[config.mk]
export PLATFORM = sky130hd
export DESIGN_NAME = key_debounce_pulser
export DESIGN_NICKNAME = d
export VERILOG_FILES = /design/src/rtl/key_debounce_pulser.sv
export SDC_FILE = /design/constraint.sdc
export NUM_CORES = 1
export LEC_CHECK = 0
export CAP_MARGIN = 20
export CORE_ASPECT_RATIO = 0.6
export CORE_MARGIN = 4
export CORE_UTILIZATION = 55
export CTS_CLUSTER_DIAMETER = 50
export DETAILED_ROUTE_END_ITERATION = 7
export GPL_TIMING_DRIVEN = 0
export PLACE_DENSITY = 0.72
export SLEW_MARGIN = 20
export SYNTH_ARGS = -nofsm -noshare
export SYNTH_HDL_FRONTEND = slang
export SYNTH_SLANG_ARGS = --single-unit
[constraint.sdc]
create_clock -name clock -period 19.57 [get_ports clock]
set_input_delay 4.8925 -clock clock [delete_from_list [all_inputs] [get_ports clock]]
set_output_delay 4.8925 -clock clock [all_outputs]
set_load 0.02 [all_outputs]
[src/rtl/key_debounce_pulser.sv]
// Key input conditioning: 2-flop synchronizer, per-key debounce, registered
// press/release pulses and a per-key hold/auto-repeat FSM.
module key_debounce_pulser #(
  parameter int N_KEYS               = 8,
  parameter int DEBOUNCE_CYCLES      = 270_000,
  parameter int REPEAT_DELAY_CYCLES  = 13_500_000,
  parameter int REPEAT_PERIOD_CYCLES = 2_700_000
) (
  input  logic              clock,
  input  logic              reset,
  input  logic [N_KEYS-1:0] key_raw,
  input  logic              repeat_en,
  output logic [N_KEYS-1:0] key_stable,
  output logic [N_KEYS-1:0] key_press,
  output logic [N_KEYS-1:0] key_release,
  output logic [N_KEYS-1:0] key_repeat,
  output logic              any_pulse
);

  if (DEBOUNCE_CYCLES < 2 || REPEAT_DELAY_CYCLES < 2 || REPEAT_PERIOD_CYCLES < 2) begin : g_bad_params
    $error("key_debounce_pulser: all cycle parameters must be >= 2");
  end

  localparam int DB_W    = $clog2(DEBOUNCE_CYCLES);
  localparam int RPT_MAX = (REPEAT_DELAY_CYCLES > REPEAT_PERIOD_CYCLES) ?
                           REPEAT_DELAY_CYCLES : REPEAT_PERIOD_CYCLES;
  localparam int RPT_W   = $clog2(RPT_MAX);

  localparam logic [DB_W-1:0]  DB_LAST     = DB_W'(DEBOUNCE_CYCLES - 1);
  localparam logic [RPT_W-1:0] DELAY_LAST  = RPT_W'(REPEAT_DELAY_CYCLES - 1);
  localparam logic [RPT_W-1:0] PERIOD_LAST = RPT_W'(REPEAT_PERIOD_CYCLES - 1);

  typedef enum logic [1:0] {IDLE, HOLD, REPEAT} rpt_state_e;

  logic [N_KEYS-1:0] sync1, sync2;
  logic [N_KEYS-1:0] press_evt, release_evt, repeat_fire;

  // NOTE: sequential state uses non-blocking (<=) so every flop samples pre-edge values.
  always_ff @(posedge clock or posedge reset) begin
    if (reset) begin
      sync1 <= '0;
      sync2 <= '0;
    end else begin
      sync1 <= key_raw;
      sync2 <= sync1;
    end
  end

  for (genvar i = 0; i < N_KEYS; i++) begin : g_key
    logic [DB_W-1:0]  db_cnt;
    logic [RPT_W-1:0] rpt_cnt;
    rpt_state_e       state;
    logic             stable_q, press_q, release_q, repeat_q;
    logic             differs, flip;

    assign differs        = sync2[i] != stable_q;
    assign flip           = differs && (db_cnt == DB_LAST);
    assign press_evt[i]   = flip && sync2[i];
    assign release_evt[i] = flip && !sync2[i];
    // A release always wins over a repeat threshold reached on the same edge.
    assign repeat_fire[i] = repeat_en && !release_evt[i] &&
                            (((state == HOLD)   && (rpt_cnt == DELAY_LAST)) ||
                             ((state == REPEAT) && (rpt_cnt == PERIOD_LAST)));

    always_ff @(posedge clock or posedge reset) begin
      if (reset) begin
        db_cnt    <= '0;
        stable_q  <= 1'b0;
        press_q   <= 1'b0;
        release_q <= 1'b0;
      end else begin
        press_q   <= press_evt[i];
        release_q <= release_evt[i];
        if (!differs || flip) db_cnt <= '0;
        else                  db_cnt <= db_cnt + 1'b1;
        if (flip) stable_q <= sync2[i];
      end
    end

    // Counter saturates at its threshold while repeat_en is low.
    always_ff @(posedge clock or posedge reset) begin
      if (reset) begin
        state    <= IDLE;
        rpt_cnt  <= '0;
        repeat_q <= 1'b0;
      end else begin
        repeat_q <= repeat_fire[i];
        case (state)
          IDLE: begin
            if (press_evt[i]) begin
              state   <= HOLD;
              rpt_cnt <= '0;
            end
          end
          HOLD: begin
            if (release_evt[i]) begin
              state   <= IDLE;
              rpt_cnt <= '0;
            end else if (repeat_fire[i]) begin
              state   <= REPEAT;
              rpt_cnt <= '0;
            end else if (rpt_cnt != DELAY_LAST) begin
              rpt_cnt <= rpt_cnt + 1'b1;
            end
          end
          REPEAT: begin
            if (release_evt[i]) begin
              state   <= IDLE;
              rpt_cnt <= '0;
            end else if (repeat_fire[i]) begin
              rpt_cnt <= '0;
            end else if (rpt_cnt != PERIOD_LAST) begin
              rpt_cnt <= rpt_cnt + 1'b1;
            end
          end
          default: begin
            state   <= IDLE;
            rpt_cnt <= '0;
          end
        endcase
      end
    end

    assign key_stable[i]  = stable_q;
    assign key_press[i]   = press_q;
    assign key_release[i] = release_q;
    assign key_repeat[i]  = repeat_q;
  end

  always_ff @(posedge clock or posedge reset) begin
    if (reset) any_pulse <= 1'b0;
    else       any_pulse <= |(press_evt | repeat_fire);
  end

endmodule

==> results of run 1 <==
-- logic make-up (layout without fill, tap and decap cells) --
family	Yosys count	count (layout)	share of synthesized area
buffers and inverters	223	344	0.04595
muxes	21	21	0.01022
DFF	409	409	0.4618
adders and majority gates	40	40	0.02258
xor gates and xnor gates	151	151	0.05967
and+or+nand+nor	1116	1116	0.2724
AOI/OAI and AO/OA	429	429	0.1275
-- placed cells by master (no fill, tap or decap), types with 42 or more instances in the layout --
cell / instances
or3_1: 69
clkbuf_1: 49
inv_1: 120
dfrtp_1: 409
a21oi_1: 94
xnor2_1: 64
a21o_1: 46
nor3_1: 79
clkbuf_16: 43
nor2_1: 274
and3_1: 55
nand2_1: 157
nand3_1: 146
o21ai_0: 118
xor2_1: 87
clkdlybuf4s50_1: 42
nand4_1: 81
-- layer usage --
metal | vias to the layer above | track usage | wire length, um
li1 | 8759 | - | -
met1 | 8861 | 0.3809 | 25580
met2 | 608 | 0.3376 | 21270
met3 | 63 | 0.04050 | 3751
met4 | 0 | 0.05061 | 808
met5 | - | 0 | 0
-- cell type report --
| type | count | area share |
|---|---|---|
| Buffer | 100 | 0.02247 |
| Timing Repair Buffer | 46 | 0.02141 |
| Multi-Input combinational cell | 1757 | 0.4407 |
| Clock inverter | 14 | 0.007626 |
| Tap cell | 522 | 0.02636 |
| Sequential cell | 409 | 0.4131 |
| Inverter | 123 | 0.01894 |
| Clock buffer | 61 | 0.04939 |
-- per-stage QoR --
step	hold slack, ns	area, um^2	setup slack, ns
6_report	0.3503	24780	12.49
5_1_grt	0.3555	24780	12.32
4_1_cts	0.3530	24780	12.52
3_5_place_dp	0.3363	23360	11.96
3_3_place_gp	0.3328	23240	-1.642
2_1_floorplan	0.3312	22170	3.298
-- worst reg2reg max path, cell delays in order (launching register included) --
cell and delay, ns:
dfrtp_1 0.40, ha_1 0.24, nand4_1 0.38, nand3b_1 0.33, nor3_1 0.69, nor2_1 0.28
nor4_1 0.63, nand3b_1 0.19
-- power by group through the flow --
stage | clock network [mW] | registers, mW | logic [mW]
floorplan | 0 | 0.873 | 0.0270
global placement | 0 | 0.875 | 0.0374
detailed placement | 0 | 0.874 | 0.0415
CTS | 0.848 | 0.858 | 0.0418
global route | 0.887 | 0.859 | 0.0469
finish | 0.828 | 0.859 | 0.0400
-- worst min path at each step --
stage | cells past startpoint | end | slack, ns | start
after floorplan | 0 | sync2[0] | 0.33 | sync1[0]
after global placement | 0 | sync2[7] | 0.33 | sync1[7]
after detailed placement | 0 | sync2[3] | 0.34 | sync1[3]
after CTS | 0 | sync2[2] | 0.35 | sync1[2]
after global routing | 0 | sync2[6] | 0.36 | sync1[6]
final | 0 | sync2[2] | 0.35 | sync1[2]
==> flow_summary.toml, run 1 <==
[cells_and_area]
seq_area_mm2 = 0.01023
areaGrowthSynthToFinish_pct = 11.78
final_core_util = 0.6280
diodes = 0
top_register = "g_key.rpt_cnt"
reg.largest.list = "g_key.rpt_cnt: 192 flops, g_key.db_cnt: 152 flops, g_key.state: 16 flops"
drive_gt1_frac = 0.07530
fill_cells = 3250
fin_nets = 2529
layout.cells.non_filler = 3032
largest_reg_flops = 192
multi_input_area_mm2 = 0.01092

[timing]
slew-limit-headroom = 0.2324
setup_viol = 0
tightest_slew_ns = 1.151
finalHoldViolCount = 0
fmax_mhz = 141.2
fin_crit_sh = 0.3618
rsz0062_at_grt = "false"
fin_setup_tns_ns = 0
period_minus_slack_ns = 7.080
slew_violations = 0
finClkSkew_ns = 0.02052

[synth]
synth_top_cell_area_share = 0.4618
ys_warn_count = 0
yosysMostFrequentCell = "dfrtp_1"
syn_area_mm2 = 0.02217
synthFlopType = "dfrtp_1"
synth.area.top_cells = "dfrtp_1, nor2_1, xor2_1, nand3_1, o21ai_0"
syn-num-nets = 2440
synth_area_leader_cell = "dfrtp_1"
synth-async-reset-ratio = 1.000
ys_types = 80
synth_common_cells = "dfrtp_1, nor2_1, nand2_1"
synth_edf_count = 0
netlist_instances = 2389
ys_ff_latch = 409
synth.avg_cell_area_um2 = 9.278
ys_seq_area_frac = 0.4618

[setup_path]
crit_chain = "buf_2, buf_1, o2111ai_1, and3b_1, clkbuf_1, a21o_1, a21o_1"
critPathKind = "in -> reg"
slowest_delay_ns = 0.90
crit_cells = 7
r2r_end = "any_pulse"
crit_path_top_delay_cell = "buf_1"
crit-reg2reg-launch = "g_key[3].db_cnt[0]"
rr_worst_depth = 7
cpMostUsedCell = "a21o_1"
critical_path.top_delay_family = "buffers and inverters"
cp_num_buf_inv = 3
cp-startpoint = "repeat_en"
cp.arrival_ns = 7.51
cp-end-kind = "flop"
cp.required_ns = 20.00
cp-endpoint = "g_key[6].rpt_cnt[14]"
cp-start-kind = "input pin"
critPathMaxFanout = 10
reg2reg_slack_ns = 16.27

[hold_path]
hold_path_class = "reg -> reg"

[placement]
placedCellCount = 2957
gp_congestion = 0.8987
port_buffers = 42
dp_hpwl_um = 36390

[job]
drv_cap = 0

[floorplan]
core_area_mm2 = 0.03945
ios = 44
num_rows = 56
die_w_um = 267.2
die_h_um = 163.5
initial_utilization = 0.5619
die_area_mm2 = 0.04368

[clocking]
cts_tree = "yes"
cts.reportedPaths.clkPinSlew_ns = 0.06
cts_root_buf = "clkbuf_16"
cts_resized = 0
clk_latency_ns = 0.55
cts_buffers = 41
cts_buffer_depth = 3
clock_sinks = 409
cts_setup_buffers = 0
htree_num_levels = 2
ctsHoldBuffers = 0

[global_routing]
grt_pass1_wl_um = 87320
track_usage = 0.2380
grt_max_degree = 95
antenna_found_initial = 0
grt-ovfl-total = 0
grt_pass1_vias = 17180

[route]
route.detailed.drc = 0
routedWlPerCell_um = 16.96
drtIter0Drc = 1799
ant_nets = 0
drt-vias-per-instance = 6.033
wl_um = 51410
drt_pass1_iterations = 7
vias = 18290

[run_status]
status = "complete, no violations"

[power_and_ir_drop]
p_leak_nw = 10.34
p_per_area_mw_per_mm2 = 69.68
switchingPower_uw = 375.5
p_int_mw = 1.351
peakVddDrop_mv = 0.05318
totalPowerFinal_mw = 1.726
p_clk_frac = 0.479
pwr-share-comb = 0.023
pwr-share-seq = 0.497
switching_share = 0.2175
No activity file was read; power rests on OpenSTA's default activity.
==> run 2: changes to the inputs <==
Clock period 19.57 ns to 7.11 ns, I/O delays scaled along.
==> flow_summary.toml, run 2 (synthesized netlist as in run 1, its figures left out) <==
[clocking]
clock_sinks = 409
cts_resized = 0
cts_buffer_depth = 3
clk_latency_ns = 0.54
cts_tree = "yes"
cts_root_buf = "clkbuf_16"
cts.reportedPaths.clkPinSlew_ns = 0.06
htree_num_levels = 2
ctsHoldBuffers = 0
cts_buffers = 40
cts_setup_buffers = 0

[timing]
fmax_mhz = 277.1
finalHoldViolCount = 0
slew_violations = 0
period_minus_slack_ns = 3.608
finClkSkew_ns = 0.01702
fin_setup_tns_ns = 0
rsz0062_at_grt = "false"
tightest_slew_ns = 1.076
fin_crit_sh = 0.5075
slew-limit-headroom = 0.2811
setup_viol = 0

[setup_path]
cp.arrival_ns = 4.01
critPathKind = "in -> reg"
cp.required_ns = 7.51
crit_chain = "buf_2, clkinv_1, a211oi_1, clkbuf_1, nor3_1, o21ai_0, o31ai_1"
crit_path_top_delay_cell = "clkinv_1"
cp-end-kind = "flop"
cp-start-kind = "input pin"
slowest_delay_ns = 0.52
critPathMaxFanout = 10
rr_worst_depth = 7
reg2reg_slack_ns = 3.77
crit-reg2reg-launch = "g_key[3].db_cnt[0]"
r2r_end = "any_pulse"

[hold_path]
min_from = "sync1[6]"
whs_path_depth = 0
hold_path_class = "reg -> reg"
hold_end = "sync2[6]"

[cells_and_area]
layout_commonest_cell = "dfrtp_1"
multi_input_area_mm2 = 0.01092
most-common-layout-cells = "dfrtp_1, nor2_1, nand2_1, nand3_1, inv_1"
top_register = "g_key.rpt_cnt"
reg.largest.list = "g_key.rpt_cnt: 192 flops, g_key.db_cnt: 152 flops, g_key.state: 16 flops"
fin_nets = 2537
areaGrowthSynthToFinish_pct = 11.69
drive_gt1_frac = 0.07723
largest_reg_flops = 192
fin_area_mm2 = 0.02476
seq_area_mm2 = 0.01023
fill_cells = 3246

[route]
drtIter0Drc = 1790
drt_pass1_iterations = 5
wl_um = 52150
ant_nets = 0
vias = 18330
routedWlPerCell_um = 17.18
drt-vias-per-instance = 6.037
route.detailed.drc = 0

[global_routing]
grt_pass1_wl_um = 87330
antenna_found_initial = 0
grt_pass1_vias = 17120
grt-ovfl-total = 0
grt_max_degree = 36
track_usage = 0.2384

[floorplan]
initial_utilization = 0.5619
num_rows = 56
ios = 44
die_h_um = 163.5
core_area_mm2 = 0.03945
die_area_mm2 = 0.04368
die_w_um = 267.2

[placement]
port_buffers = 42
dp_hpwl_um = 37630
place_area_mm2 = 0.02351
gp_congestion = 0.9164

[run_status]
status = "complete, no violations"

[power_and_ir_drop]
p_per_area_mw_per_mm2 = 183.8
p_leak_nw = 10.33
peakVddDrop_mv = 0.1452

[job]
drv_cap = 0
[run 2: cell types whose count changed in the layout (fill, tap and decap cells not counted), sizes merged]
cell and delta:
bufinv -3, inv -3, clkbuf -5, clkinv +4, clkinvlp +1, diode +2
buf +8
[run 2: layout make-up]
| class | instances | area share |
|---|---|---|
| timing repair buffer | 55 | 0.02749 |
| inverter | 123 | 0.01880 |
| buffer | 100 | 0.02254 |
| antenna | 2 | 0.0002022 |
| tap | 522 | 0.02638 |
| clock buffer | 55 | 0.04599 |
| clock inverter | 13 | 0.004144 |
| multi-input combinational | 1757 | 0.4410 |
| sequential | 409 | 0.4134 |
[run 2: metrics by stage]
stage	utilization	cells	hold WS, ns	power, mW	worst slack, ns
finish	0.6276	3036	0.3517	4.549	3.502
floorplan	-	2389	0.3312	2.478	-0.1791
detailed placement	0.5959	2966	0.3378	2.531	2.540
CTS	0.6274	3034	0.3539	4.602	3.107
global placement	0.5892	2953	0.3321	2.513	-2.921
global route	0.6274	3034	0.3583	4.722	3.338
[run 2: worst max-delay path by stage]
stage          startpoint  depth (start not counted)  slack [ns]                  end
3_5_place_dp    repeat_en                          7        2.54  g_key[6].rpt_cnt[6]
6_report        repeat_en                          7        3.50  g_key[0].rpt_cnt[3]
5_1_grt         repeat_en                          7        3.34  g_key[0].rpt_cnt[3]
3_3_place_gp        reset                          2       -2.92   g_key[7].db_cnt[8]
4_1_cts         repeat_en                          7        3.11  g_key[6].rpt_cnt[6]
2_1_floorplan       reset                          1       -0.18            any_pulse
[run 2: worst max-delay path: cells and delay by family]
kind / cells / cell delay, ns
simple gates: 1 / 0.15
compound gates: 3 / 0.67
buf+inv: 3 / 1.39
[run 2: layer usage]
layer  GRT usage  up-vias  routed length (um)  part of all wire
li1            -     8769                   -                 -
met1      0.3780     8892               25600              0.49
met5           0        -                   0                 0
met3     0.04201       64                3783             0.073
met2      0.3447      603               22090              0.42
met4     0.04318        0                 673             0.013
[run 2: where the power goes]
group	switching (mW)	internal (mW)	leakage, nW	total [mW]
clock	0.907	1.16	0.612	2.06
sequential	0.0184	2.35	5.16	2.36
combinational	0.0841	0.0367	4.56	0.121
